`config.mk`:
```
export PLATFORM = sky130hd
export DESIGN_NAME = seg7_capture
export DESIGN_NICKNAME = d
export VERILOG_FILES = /design/src/rtl/seg7_pkg.sv /design/src/rtl/seg7_inv.sv /design/src/rtl/seg7_capture.sv
export SDC_FILE = /design/constraint.sdc
export NUM_CORES = 1
export LEC_CHECK = 0
export CAP_MARGIN = 0
export CORE_MARGIN = 3
export CORE_UTILIZATION = 36
export DETAILED_ROUTE_END_ITERATION = 8
export SYNTH_ARGS = -nofsm -noshare
export SYNTH_HDL_FRONTEND = slang
export SYNTH_SLANG_ARGS = --single-unit
```
`constraint.sdc`:
```
create_clock -name clk -period 4.3 [get_ports clk]
set_input_delay 0.86 -clock clk [delete_from_list [all_inputs] [get_ports clk]]
set_output_delay 0.86 -clock clk [all_outputs]
set_load 0.02 [all_outputs]
```
`src/rtl/seg7_pkg.sv`:
```
// Shared types and constants for the seven-segment capture path.
// Segment patterns are active-low with bit0=a through bit6=g.
package seg7_pkg;

    typedef logic [6:0] seg_t;

    localparam seg_t SEG_0     = 7'h40;
    localparam seg_t SEG_1     = 7'h79;
    localparam seg_t SEG_2     = 7'h24;
    localparam seg_t SEG_3     = 7'h30;
    localparam seg_t SEG_4     = 7'h19;
    localparam seg_t SEG_5     = 7'h12;
    localparam seg_t SEG_6     = 7'h02;
    localparam seg_t SEG_7     = 7'h78;
    localparam seg_t SEG_8     = 7'h00;
    localparam seg_t SEG_9     = 7'h18;
    localparam seg_t SEG_A     = 7'h08;
    localparam seg_t SEG_B     = 7'h03;
    localparam seg_t SEG_C     = 7'h46;
    localparam seg_t SEG_D     = 7'h21;
    localparam seg_t SEG_E     = 7'h06;
    localparam seg_t SEG_F     = 7'h0E;
    localparam seg_t SEG_BLANK = 7'h7F;

    typedef enum logic [1:0] {
        WAIT = 2'd0,
        EVAL = 2'd1,
        HOLD = 2'd2
    } cap_state_t;

endpackage

```
`src/rtl/seg7_inv.sv`:
```
// Combinational inverse of the standard active-low hex encoding.
// Reports the recovered nibble, whether the pattern is a legal hex glyph,
// and whether the pattern is the all-off blank.
module seg7_inv
    import seg7_pkg::*;
(
    input  seg_t       i_seg,
    output logic [3:0] o_nibble,
    output logic       o_legal,
    output logic       o_blank
);

    // Table lookup; anything outside the sixteen glyphs is not legal,
    // and the blank pattern is flagged separately from other illegal ones.
    always_comb begin
        o_nibble = 4'h0;
        o_legal  = 1'b1;
        o_blank  = 1'b0;
        case (i_seg)
            SEG_0:     o_nibble = 4'h0;
            SEG_1:     o_nibble = 4'h1;
            SEG_2:     o_nibble = 4'h2;
            SEG_3:     o_nibble = 4'h3;
            SEG_4:     o_nibble = 4'h4;
            SEG_5:     o_nibble = 4'h5;
            SEG_6:     o_nibble = 4'h6;
            SEG_7:     o_nibble = 4'h7;
            SEG_8:     o_nibble = 4'h8;
            SEG_9:     o_nibble = 4'h9;
            SEG_A:     o_nibble = 4'hA;
            SEG_B:     o_nibble = 4'hB;
            SEG_C:     o_nibble = 4'hC;
            SEG_D:     o_nibble = 4'hD;
            SEG_E:     o_nibble = 4'hE;
            SEG_F:     o_nibble = 4'hF;
            SEG_BLANK: begin
                o_legal = 1'b0;
                o_blank = 1'b1;
            end
            default:   o_legal = 1'b0;
        endcase
    end

endmodule

```
`src/rtl/seg7_capture.sv`:
```
// Reader for a time-multiplexed active-low seven-segment bus.
// Waits for the segment/select pair to be stable for STABLE_CYC samples,
// evaluates it exactly once, and records the recovered digit.
module seg7_capture
    import seg7_pkg::*;
#(
    parameter int NDIG       = 6,
    parameter int STABLE_CYC = 4
) (
    input  logic                    clk,
    input  logic                    reset,
    input  logic [6:0]              segs_in,
    input  logic [NDIG-1:0]         dig_sel,
    output logic [4*NDIG-1:0]       digits,
    output logic [NDIG-1:0]         digit_valid,
    output logic [NDIG-1:0]         digit_blank,
    output logic                    upd,
    output logic [$clog2(NDIG)-1:0] upd_idx,
    output logic                    err,
    output logic                    frame_done
);

    localparam int IDXW = $clog2(NDIG);
    localparam int SW   = 7 + NDIG;

    logic [SW-1:0]     r_samp;
    logic [SW-1:0]     r_sampD;
    logic [7:0]        r_cnt;
    cap_state_t        r_state;
    logic [NDIG-1:0]   r_frameMask;
    logic [4*NDIG-1:0] r_digits;
    logic [NDIG-1:0]   r_valid;
    logic [NDIG-1:0]   r_blank;
    logic              r_upd;
    logic [IDXW-1:0]   r_updIdx;
    logic              r_err;
    logic              r_frameDone;

    seg_t              w_sampSeg;
    logic [NDIG-1:0]   w_sampSel;
    logic              w_stable;
    logic [3:0]        w_nibble;
    logic              w_legal;
    logic              w_blank;
    logic [IDXW-1:0]   w_selIdx;
    logic [NDIG-1:0]   w_maskNext;

    assign w_sampSeg  = r_samp[NDIG +: 7];
    assign w_sampSel  = r_samp[NDIG-1:0];
    assign w_stable   = (r_samp == r_sampD);
    assign w_maskNext = r_frameMask | (NDIG'(1) << w_selIdx);

    seg7_inv u_inv (
        .i_seg    (w_sampSeg),
        .o_nibble (w_nibble),
        .o_legal  (w_legal),
        .o_blank  (w_blank)
    );

    // Binary index of the selected digit; only meaningful when the select is one-hot.
    always_comb begin
        w_selIdx = '0;
        for (int i = 0; i < NDIG; i++) begin
            if (w_sampSel[i]) begin
                w_selIdx = IDXW'(i);
            end
        end
    end

    // Register the bus every cycle and count how long it has stayed unchanged.
    always_ff @(posedge clk) begin
        if (reset) begin
            r_samp  <= '0;
            r_sampD <= '0;
            r_cnt   <= 8'd0;
        end else begin
            r_samp  <= {segs_in, dig_sel};
            r_sampD <= r_samp;
            if (!w_stable) begin
                r_cnt <= 8'd0;
            end else if (r_cnt != 8'hFF) begin
                r_cnt <= r_cnt + 8'd1;
            end
        end
    end

    // One evaluation per stable period: WAIT until stable long enough, EVAL once,
    // then HOLD until the bus moves. If the bus already moved during EVAL we go
    // straight back to WAIT so the new value is not missed.
    always_ff @(posedge clk) begin
        if (reset) begin
            r_state     <= WAIT;
            r_frameMask <= '0;
            r_digits    <= '0;
            r_valid     <= '0;
            r_blank     <= '0;
            r_upd       <= 1'b0;
            r_updIdx    <= '0;
            r_err       <= 1'b0;
            r_frameDone <= 1'b0;
        end else begin
            r_upd       <= 1'b0;
            r_err       <= 1'b0;
            r_frameDone <= 1'b0;
            case (r_state)
                WAIT: begin
                    if (w_stable && (r_cnt == 8'(STABLE_CYC - 2))) begin
                        r_state <= EVAL;
                    end
                end
                EVAL: begin
                    r_state <= w_stable ? HOLD : WAIT;
                    if (w_sampSel != '0) begin
                        if (!$onehot(w_sampSel)) begin
                            r_err <= 1'b1;
                        end else begin
                            r_upd    <= 1'b1;
                            r_updIdx <= w_selIdx;
                            if (w_legal) begin
                                r_digits[4*w_selIdx +: 4] <= w_nibble;
                                r_valid[w_selIdx]         <= 1'b1;
                                r_blank[w_selIdx]         <= 1'b0;
                            end else if (w_blank) begin
                                r_valid[w_selIdx] <= 1'b0;
                                r_blank[w_selIdx] <= 1'b1;
                            end else begin
                                r_err             <= 1'b1;
                                r_valid[w_selIdx] <= 1'b0;
                                r_blank[w_selIdx] <= 1'b0;
                            end
                            if (&w_maskNext) begin
                                r_frameDone <= 1'b1;
                                r_frameMask <= '0;
                            end else begin
                                r_frameMask <= w_maskNext;
                            end
                        end
                    end
                end
                HOLD: begin
                    if (!w_stable) begin
                        r_state <= WAIT;
                    end
                end
                default: r_state <= WAIT;
            endcase
        end
    end

    assign digits      = r_digits;
    assign digit_valid = r_valid;
    assign digit_blank = r_blank;
    assign upd         = r_upd;
    assign upd_idx     = r_updIdx;
    assign err         = r_err;
    assign frame_done  = r_frameDone;

endmodule

```
==> results.cfg <==
[cts]
cts_tree = done
numCtsBuffers = 9
cts_setup_buffers = 0
clk_pin_slew_worst_paths_ps = 80
clock-sinks = 84
worstSkewPairLatency_ps = 370
cts_max_path_buffers = 2
root_buffer = clkbuf_8
hold_buffers = 0
h-tree-depth = 3

[global_routing]
overflow = 0
grt_pass1_wl_um = 14900
grt_start_max_net_pins = 32
antenna_found_initial = 0
grt_usage_pct = 15.9
grt_pass1_vias = 3006

[route]
vias_per_cell = 5.04
postRouteAntennaNets = 0
drc = 0
drt_wl_total_um = 9000
wire_per_inst_um = 14.5
first_pass_iters = 4
first_iter_violations = 107
num_vias = 3132

[cells_and_area]
finalNetCount = 507
area_growth_syn_to_layout_pct = 23.5
layout-drive-gt1-share_pct = 9.48
fin_cells = 621
diodes = 0
fin_area_sq_um = 4830

[yosys]
netlist_top_cells_area = dfxtp_1, nor2b_1, nor2_1, a21oi_1, xor2_1
ys_ff_latch = 84
yosysSeqAreaShare_pct = 43.0
yosys_warnings = 0
synth_common_cells = dfxtp_1, nor2_1, nor2b_1, a21oi_1, nand2_1
synth_edf_count = 0
avgSynthCellArea_sq_um = 9.11
async_reset_ff_share_pct = 0
syn_area_sq_um = 3910
yosys_most_used_dff = dfxtp_1
synth_most_common_cell = dfxtp_1
yosysTopAreaCell = dfxtp_1
postSynthCellCount = 429
syn_nets = 456
ys_types = 58
synth_top_area_share_pct = 43.0

[critical_path]
r2r_slack_ps = 250
reg2reg_to = digits[7]$_SDFFE_PP0P_
r2r_cells = 12
r2r_start = r_samp[1]$_SDFF_PP0_
critPathKind = reg -> reg
cp-end-kind = flip-flop
crit_required_ps = 4520
cp.arrival_ps = 4260
critPathMaxFanout = 6
start_kind = flip-flop

[power_and_ir_drop]
total_power_uw = 1620
powerDensity_nw_per_um2 = 337
leakagePower_uw = 0.00181
vdd_drop_max_uv = 262

[worst_hold_path]
hp-class = reg -> reg
holdPathStages = 2

[sta]
fin_tns_setup_ps = 0
max_freq_ghz = 0.247
hold_viol_final = 0
relSlewSlack_pct = 32.0
finalCritPeriodShare_pct = 94.1
setup_viol = 0
fin_skew_ps = 15.4
tightestPinTransition_ps = 1010
maxSlewViolCount = 0
hold-worst-slack_ps = 459
fin_crit_ps = 4050
rsz0062_at_grt = no

[floorplanning]
rows = 37
die_w_um = 110
start_util_pct = 37.4
die_y_um = 110
ios = 57
die_area_sq_um = 12100
core_sq_um = 10500

[placement]
io_buffers = 56
gp_congestion = 0.843
placed_area_sq_um = 4580
dp_cells = 605
hpwl_um = 6580

[job]
max_cap_violations = 0

[outcome]
status = finished clean
what timing repair did:
| action | CTS | global route |
|---|---|---|
| endpoints found under the hold margin | 0 | 0 |
| gates resized for setup | 0 | 2 |
| setup endpoints to repair | 0 | 4 |
how the worst max path moves through the flow:
| stage | startpoint | to | depth (start not counted) |
|---|---|---|---|
| floorplan | r_samp[3]$_SDFF_PP0_ | digits[7]$_SDFFE_PP0P_ | 12 |
| global placement | r_samp[3]$_SDFF_PP0_ | digits[7]$_SDFFE_PP0P_ | 12 |
| detailed placement | r_samp[1]$_SDFF_PP0_ | digits[7]$_SDFFE_PP0P_ | 12 |
| CTS | r_samp[1]$_SDFF_PP0_ | digits[7]$_SDFFE_PP0P_ | 12 |
| global route | r_samp[3]$_SDFF_PP0_ | digits[7]$_SDFFE_PP0P_ | 12 |
| finish | r_samp[1]$_SDFF_PP0_ | digits[7]$_SDFFE_PP0P_ | 12 |
logic make-up after synthesis:
kind of cell	Yosys count	share of synthesized area, %
and+or+nand+nor	188	25.9
DFF	84	43.0
AOI/OAI and AO/OA	68	12.6
buffers and inverters	37	4.07
xor gates and xnor gates	20	4.48
muxes	20	5.44
adders and majority gates	12	4.42
power breakdown:
part | switching [uW] | total, uW | internal (uW)
combinational | 97.4 | 162 | 65.1
sequential | 23.1 | 812 | 789
clock | 276 | 651 | 375
stage by stage:
stage,utilization (%),setup WS (ps)
3_3_place_gp,43.8,328
2_1_floorplan,-,542
4_1_cts,46.0,183
5_1_grt,46.1,21.0
3_5_place_dp,43.8,215
6_report,46.1,254
cells in the final DEF (no fill, tap or decap), types with 6 or more instances in the layout:
cell             count
clkbuf_8            12
mux2_1              10
or3_1                6
nor3_1              16
clkdlybuf4s50_1     55
nor2b_1             39
nand2b_1             7
ha_1                 9
nand3_1             15
xnor2_1              7
a211oi_2             8
nor2_1              51
xor2_1              13
mux2i_1             10
and3_1               6
inv_1               11
o21ai_0              7
nor4_1               7
nand2_1             18
dfxtp_1             84
a21oi_1             26
metal layers:
layer  track usage [%]  routed length [um]
met5                 0                   0
met2              25.6                4250
met3              4.83                 465
met1              20.7                4160
met4              4.66                 131
worst max-delay path, cell delays in order, from the launching register on:
cell and delay [ps]:
dfxtp_1 400, inv_1 120, fa_1 490, fa_1 500, inv_1 40, ha_1 180, fa_1 450, nor3b_1 370
o211ai_2 270, nor4b_4 400, nor2b_2 280, and2_1 290, a211oi_2 110
cell type report:
| class | count | area (sq um) |
|---|---|---|
| Multi-Input combinational cell | 308 | 2090 |
| Clock buffer | 13 | 169 |
| Clock inverter | 3 | 67.6 |
| Timing Repair Buffer | 61 | 593 |
| Inverter | 16 | 60.1 |
| Sequential cell | 84 | 1680 |
| Fill cell | 1053 | 5640 |
| Tap cell | 136 | 170 |
Power figures use the tool's default switching activity.
